--- src/rtl/wires_2b_deser_4x2b_pkg.sv ---
//==============================================================================
// Module  : wires_2b_deser_4x2b_pkg
// Brief   : Shared types and constants for the 4x2b lane serializer/deserializer
// Revision: 1.0 - initial release
//==============================================================================
`default_nettype none

package wires_2b_deser_4x2b_pkg;

  localparam int NLANES = 4;
  localparam int CNT_W  = $clog2(NLANES);

  typedef enum logic [0:0] {
    COLLECT = 1'b0,
    FULL    = 1'b1
  } state_t;

endpackage

`default_nettype wire

--- src/rtl/wires_beat_counter.sv ---
//==============================================================================
// Module  : wires_beat_counter
// Brief   : Beat counter with increment, clear and wrap flag (shared by ser/deser)
// Revision: 1.0 - initial release
//==============================================================================
`default_nettype none

module wires_beat_counter
  import wires_2b_deser_4x2b_pkg::*;
#(
  parameter int WIDTH = CNT_W
) (
  input  logic             clk,
  input  logic             reset,
  input  logic             inc,
  input  logic             clear,
  output logic [WIDTH-1:0] count,
  output logic             wrap
);

  logic [WIDTH-1:0] r_count;

  // Clear has priority so a wrapping increment lands on zero explicitly
  always_ff @(posedge clk or posedge reset) begin
    if (reset) begin
      r_count <= '0;
    end else if (clear) begin
      r_count <= '0;
    end else if (inc) begin
      r_count <= r_count + 1'b1;
    end
  end

  assign count = r_count;
  assign wrap  = inc && (r_count == {WIDTH{1'b1}});

endmodule

`default_nettype wire

--- src/rtl/wires_2b_deser_4x2b.sv ---
//==============================================================================
// Module  : wires_2b_deser_4x2b
// Brief   : Rebuilds four 2b lanes from a serial 2b beat stream, lane 0 first
// Revision: 1.0 - initial release
//==============================================================================
`default_nettype none

module wires_2b_deser_4x2b
  import wires_2b_deser_4x2b_pkg::*;
#(
  parameter int p_nbits = 2
) (
  input  logic               clk,
  input  logic               reset,
  input  logic               in_val,
  output logic               in_rdy,
  input  logic [p_nbits-1:0] in_data,
  output logic               out_val,
  input  logic               out_rdy,
  output logic [p_nbits-1:0] out0,
  output logic [p_nbits-1:0] out1,
  output logic [p_nbits-1:0] out2,
  output logic [p_nbits-1:0] out3
);

  state_t             r_state;
  state_t             w_next_state;
  logic [CNT_W-1:0]   w_count;
  logic               w_wrap;
  logic               w_accept;
  logic [p_nbits-1:0] r_lane [NLANES];

  assign w_accept = in_val && in_rdy;

  wires_beat_counter #(
    .WIDTH (CNT_W)
  ) u_beat_counter (
    .clk   (clk),
    .reset (reset),
    .inc   (w_accept),
    .clear (w_accept && w_wrap),
    .count (w_count),
    .wrap  (w_wrap)
  );

  // While FULL the count sits at 0, so a same-cycle beat lands in lane 0
  always_ff @(posedge clk or posedge reset) begin
    if (reset) begin
      for (int i = 0; i < NLANES; i++) begin
        r_lane[i] <= '0;
      end
    end else if (w_accept) begin
      for (int i = 0; i < NLANES; i++) begin
        if (w_count == CNT_W'(i)) begin
          r_lane[i] <= in_data;
        end
      end
    end
  end

  always_ff @(posedge clk or posedge reset) begin
    if (reset) begin
      r_state <= COLLECT;
    end else begin
      r_state <= w_next_state;
    end
  end

  always_comb begin
    w_next_state = r_state;
    unique case (r_state)
      COLLECT: if (w_accept && w_wrap) w_next_state = FULL;
      FULL:    if (out_rdy)            w_next_state = COLLECT;
      default:                         w_next_state = COLLECT;
    endcase
  end

  always_comb begin
    in_rdy  = 1'b1;
    out_val = 1'b0;
    unique case (r_state)
      COLLECT: begin
        in_rdy  = 1'b1;
        out_val = 1'b0;
      end
      FULL: begin
        in_rdy  = out_rdy;
        out_val = 1'b1;
      end
      default: begin
        in_rdy  = 1'b1;
        out_val = 1'b0;
      end
    endcase
  end

  assign out0 = r_lane[0];
  assign out1 = r_lane[1];
  assign out2 = r_lane[2];
  assign out3 = r_lane[3];

endmodule

`default_nettype wire

--- config.mk ---
export PLATFORM = sky130hd
export DESIGN_NAME = wires_2b_deser_4x2b
export DESIGN_NICKNAME = d
export VERILOG_FILES = /design/src/rtl/wires_2b_deser_4x2b_pkg.sv /design/src/rtl/wires_beat_counter.sv /design/src/rtl/wires_2b_deser_4x2b.sv
export SDC_FILE = /design/constraint.sdc
export NUM_CORES = 1
export LEC_CHECK = 0
export CAP_MARGIN = 20
export CORE_AREA = 2 2 39 41
export DETAILED_ROUTE_END_ITERATION = 8
export DIE_AREA = 0 0 41 43
export GPL_ROUTABILITY_DRIVEN = 0
export PLACE_DENSITY = 0.72
export SLEW_MARGIN = 20
export SYNTH_ARGS = -nofsm -noshare
export SYNTH_HDL_FRONTEND = slang
export SYNTH_SLANG_ARGS = --single-unit
export TNS_END_PERCENT = 1
--- constraint.sdc ---
create_clock -name clk -period 1.6 [get_ports clk]
set_input_delay 0.32 -clock clk [delete_from_list [all_inputs] [get_ports clk]]
set_output_delay 0.32 -clock clk [all_outputs]
set_load 0.1 [all_outputs]
==> metrics.txt, run 1 <==
post-CTS setup buffers 0; cell area after layout about 860 µm²; Buffers on Ports 15; DR DRC count 0; all-layer global routing usage ~14%; Worst-path clk slew 70 ps; final hold violation count 0; period utilization 91.93%; CTS resizes 0; initial antenna violation count 0; syn_area_per_cell 15.05 µm²; nets 67; largest cells by area after synthesis dfrtp_1, mux2_4, ha_1, and3_4, mux2_2; endpoint of the worst register-to-register path out1[1]; # diodes 0; top cells by count, synth dfrtp_1, mux2_4, and3_4, ha_1, inv_1; Crit path largest cell delay between 400 and 500 ps; Least-Margin Pin Slew between 400 and 500 ps; RR Startpoint r_state; Clock Latency Late Sink between 200 and 300 ps; slowest stage cell, crit path clkdlybuf4s50_1; final WL 887 µm; Yosys cell types 10; worst setup path end in_rdy; RSZ-0062 raised after global routing false; Synth Instances 37; Post-Syn Area between 500 and 600 µm²; global-route wire length before repair roughly 1600 µm; Die Y between 40 and 50 µm; crit-path max FO 7; drt wl/cell 12.32 µm; site row count 14; Root Driver clkbuf_4; Setup CP Type in2out; Placed Area between 800 and 900 µm²; total CTS buffers 3; Slew Limit Headroom 72.62%; clock period minus final worst setup slack between 1000 and 1500 ps; share of the synthesized area in the top cell type approximately half; reg2reg setup slack 330 ps; Final ANT Viol Nets 0; CP arrival between 1000 and 1500 ps; Area growth, synth to finish 53.93%; core area 1384 µm²; Ports 16; vias per cell 4.611; routed vias between 300 and 400; most frequent cell after synthesis dfrtp_1; layout cells sized above 1 around half; worst-case clock skew roughly 7.4 ps; CP required roughly 1300 ps; Core Util, Final 61.93%; Post-synth EDFFs 0; Max Cap Viol 0; drt initial violations 3; Synth Warn # 0; CTS sink count 11; DIE AREA 1763 µm²; final setup violation count 0; Detailed Routing Iterations Pass 1 4; Max Freq 679.9 MHz; #FFs+latches synth 11; Critical Path Sink Type output pin; top_reg_cell synth dfrtp_1; Setup crit start out_rdy; HP Class in2async; Critical Path, Cell by Cell clkdlybuf4s50_1 > nand2b_4 > buf_12; sequential share of the synthesized area between 40% and 50%; run status complete, no violations; CTS tree built; die width between 40 and 50 µm; reg2reg path depth 3; syn_nets between 40 and 50; fill cell count 112; worst hold margin between 300 and 400 ps; gr ovfl total 0; asr flop ratio synth 100.0%; vias in the first global route 360; clk buf depth 2; H-tree levels 1; hold buffer count at cts 0; Worst setup SP type primary input; Synth area leader dfrtp_1; Starting Density between 40 and 50%; max-slew violation count 0; largest net degree at the start of global routing 12
[layout make-up]
| type | instances | area (µm²) | area share [%] |
|---|---|---|---|
| flip-flops and latches | 11 | 279.0 | 32.55 |
| multi-input cells | 23 | 270.3 | 31.53 |
| repair buffers | 15 | 250.2 | 29.20 |
| clock buffers | 4 | 26.28 | 3.066 |
| well taps | 16 | 20.02 | 2.336 |
| inverters | 3 | 11.26 | 1.314 |
[logic make-up (layout without fill, tap and decap cells)]
kind of cell	Yosys count	count (layout)	share of synthesized area, %
muxes	10	10	25.62
adders and majority gates	4	4	8.989
buffers and inverters	3	22	2.022
DFF	11	11	49.44
and+or+nand+nor	9	9	13.93
[worst max-delay path, delay by kind of cell]
family / cells / cell delay, ps
buffers and inverters: 2 / 650
AND/OR/NAND/NOR: 1 / 180
[layer usage]
metal	global-route usage (%)	part of all wire (%)	up-vias	routed length [µm]
met5	0	0	-	0
met1	16.84	45	156	401
met3	3.665	5.7	2	51
met4	10.00	0.90	0	8
met2	19.69	48	12	425
li1	-	-	162	-
[sequential cells by signal, indices dropped and copies added, names as in the netlist]
name	flops
r_state	1
out0	2
out2	2
out3	2
out1	2
u_beat_counter.count	2
[worst min-delay path by stage]
stage / start / to / slack (ps) / cells after the start
after floorplan: reset / out0[0] / 170 / 1
after global placement: out1[1] / out1[1] / 560 / 1
after detailed placement: out3[0] / out3[0] / 570 / 1
after CTS: reset / out2[0] / 370 / 2
after global routing: reset / r_state / 410 / 2
final: reset / out2[0] / 360 / 2
[per-stage QoR]
| step | TNS, ps | std cells | worst slack (ps) |
|---|---|---|---|
| 2_1_floorplan | -125.0 | 37 | -15.63 |
| 3_3_place_gp | 0 | 68 | 31.46 |
| 3_5_place_dp | 0 | 68 | 11.71 |
| 4_1_cts | 0 | 72 | 131.1 |
| 5_1_grt | 0 | 72 | 99.60 |
| 6_report | 0 | 72 | 129.1 |
[cells in the final DEF, fill, tap and decap left out]
cell type,netlist,final
clkbuf_1,0,1
dfrtp_1,11,10
nand3b_1,1,1
mux2_2,2,2
dfrtp_4,0,1
clkdlybuf4s50_1,0,5
buf_12,0,10
nand2_1,2,2
and3_4,4,4
ha_1,4,4
inv_1,3,3
nor2_1,1,1
nand2b_4,1,1
mux2_4,8,8
clkbuf_4,0,3
Power of run 1 is left out: the tool's default activity adds up to more than one toggle a clock period on the data nets, which glitch-free logic cannot reach.
==> run 2: changes to the inputs <==
Settings changed: ABC_AREA set to 1.
==> run 2 against run 1 <==
Routed wire length is 20% higher. Fmax increased by 1.1%. Sequential share of layout area grew 0.089 points. Sequential cell count stayed put. Count of clock-buffer cells in the layout did not move. Highest routed layer unchanged.
==> metrics.txt, run 2 <==
Post-Syn Area about 560 µm²; Synth Instances 62; DR DRC count 0; top cells by count, synth nand2_1, dfrtp_1, nand4_1; final setup violation count 0; DIE AREA around 1800 µm²; Simple-Gate Fraction of Synth Area 33.04%; largest cells by area after synthesis dfrtp_1, nand2_1, nand4_1, ha_1, buf_6; Starting Density roughly two fifths; clk buf depth 2; Synth Area in Compound Gates 0%; Max Freq 687.3 MHz; Die Y around 43 µm; drt wl/cell approximately 11 µm; most frequent cell after synthesis nand2_1; Clock Latency Late Sink about 260 ps; endpoint of the worst register-to-register path out1[1]; period utilization 90.93%; RSZ-0062 raised after global routing false; CP required 1280 ps; largest family of logic cells by synthesized area simple AND/OR/NAND/NOR gates; final hold violation count 0; max-slew violation count 0; fill cell count 120; CTS resizes 0; Setup CP Type in2out; hold buffer count at cts 0; Ports 16; top_reg_cell synth dfrtp_1; reg2reg setup slack 490 ps; run status complete, no violations; largest net degree at the start of global routing 17; most frequent cells in the layout nand2_1, nand4_1, dfrtp_1, buf_12, inv_1; total CTS buffers 3; Post-synth EDFFs 0; CP arrival 1130 ps; nets 91; # diodes 0; initial antenna violation count 0; all-layer global routing usage around 16%; Area growth, synth to finish 50.11%; core area between 1000 and 1500 µm²; placed wire-length estimate 832.1 µm; Final WS setup 145.0 ps; asr flop ratio synth 100.0%; vias in the first global route 434; Slew Limit Headroom 72.39%; commonest non-fill, non-tap cell in the layout nand2_1; Placed Area between 800 and 900 µm²; Max Cap Viol 0; clock period minus final worst setup slack 1455 ps; H-tree levels 1; gr ovfl total 0; final WL 1064 µm; adder-cell area share of the yosys netlist under 10%; HP Class in2async; Buffers on Ports 15; layout cells sized above 1 22.50%; RR Startpoint r_state; worst-case clock skew approximately 2.1 ps; die width 41 µm; sequential share of the synthesized area 48.78%; Final ANT Viol Nets 0; drt initial violations 10; Yosys cell types 10; Critical Path Sink Type output pin; Synth Warn # 0; Root Driver clkbuf_4; #FFs+latches synth 11; Detailed Routing Iterations Pass 1 5; crit-path max FO 10; share of the synthesized area in the top cell type between 40% and 50%; xor/xnor share of the synthesized area 0%; TNS Setup 0 ps; CTS tree built; syn_nets between 70 and 80; Least-Margin Pin Slew approximately 410 ps; Synth area leader dfrtp_1; routed vias 455; vias per cell 4.740; global-route wire length before repair roughly 1900 µm; syn_area_per_cell between 9 and 10 µm²; CTS sink count 11; Worst-path clk slew around 70 ps; multiplexer area fraction after synthesis 0%; cell area after layout ~850 µm²; reg2reg path depth 5; site row count 14; post-CTS setup buffers 0; Worst setup SP type primary input; dpl ws about 96 ps
==> run 2: worst max-delay path by stage <==
stage	from	endpoint	slack, ps	cells after the start
finish	out_rdy	in_rdy	150	4
global route	out_rdy	in_rdy	90	4
CTS	out_rdy	in_rdy	140	4
detailed placement	out_rdy	out1[1]	100	7
global placement	out_rdy	in_rdy	140	4
floorplan	r_state	in_rdy	220	2
==> run 2: cell type report <==
| type | count | area (µm²) | share of cell area (%) |
|---|---|---|---|
| clock buffer | 4 | 26.28 | 3.102 |
| inverter | 6 | 22.52 | 2.659 |
| multi-input combinational | 42 | 236.5 | 27.92 |
| sequential | 11 | 276.5 | 32.64 |
| tap | 16 | 20.02 | 2.363 |
| timing repair buffer | 17 | 265.3 | 31.31 |
==> run 2: kinds of logic after synthesis <==
logic type,count (synthesis)
adder cells (fa/ha/maj),4
buffers and inverters,9
flip-flops,11
AND/OR/NAND/NOR,38
==> run 2: metal layers <==
metal	part of all wire [%]	global-route usage (%)	wire [µm]
met5	0	0	0
met4	1.1	10.00	12
met3	5.6	4.712	60
met2	49	22.81	525
met1	44	20.54	465
==> run 2: stage by stage <==
stage          hold slack [ps]  std cells  util [%]
6_report                 343.6         96     61.21
3_5_place_dp             521.6         92     59.31
3_3_place_gp             517.2         92     59.31
5_1_grt                  393.7         96     61.21
4_1_cts                  352.7         96     61.21
2_1_floorplan            172.4         62         -
==> run 2: critical path: stages <==
cell             delay [ps]
clkdlybuf4s50_1         450
inv_1                    60
nand2_4                 120
buf_12                  190
Power of run 2 is left out for the same reason.
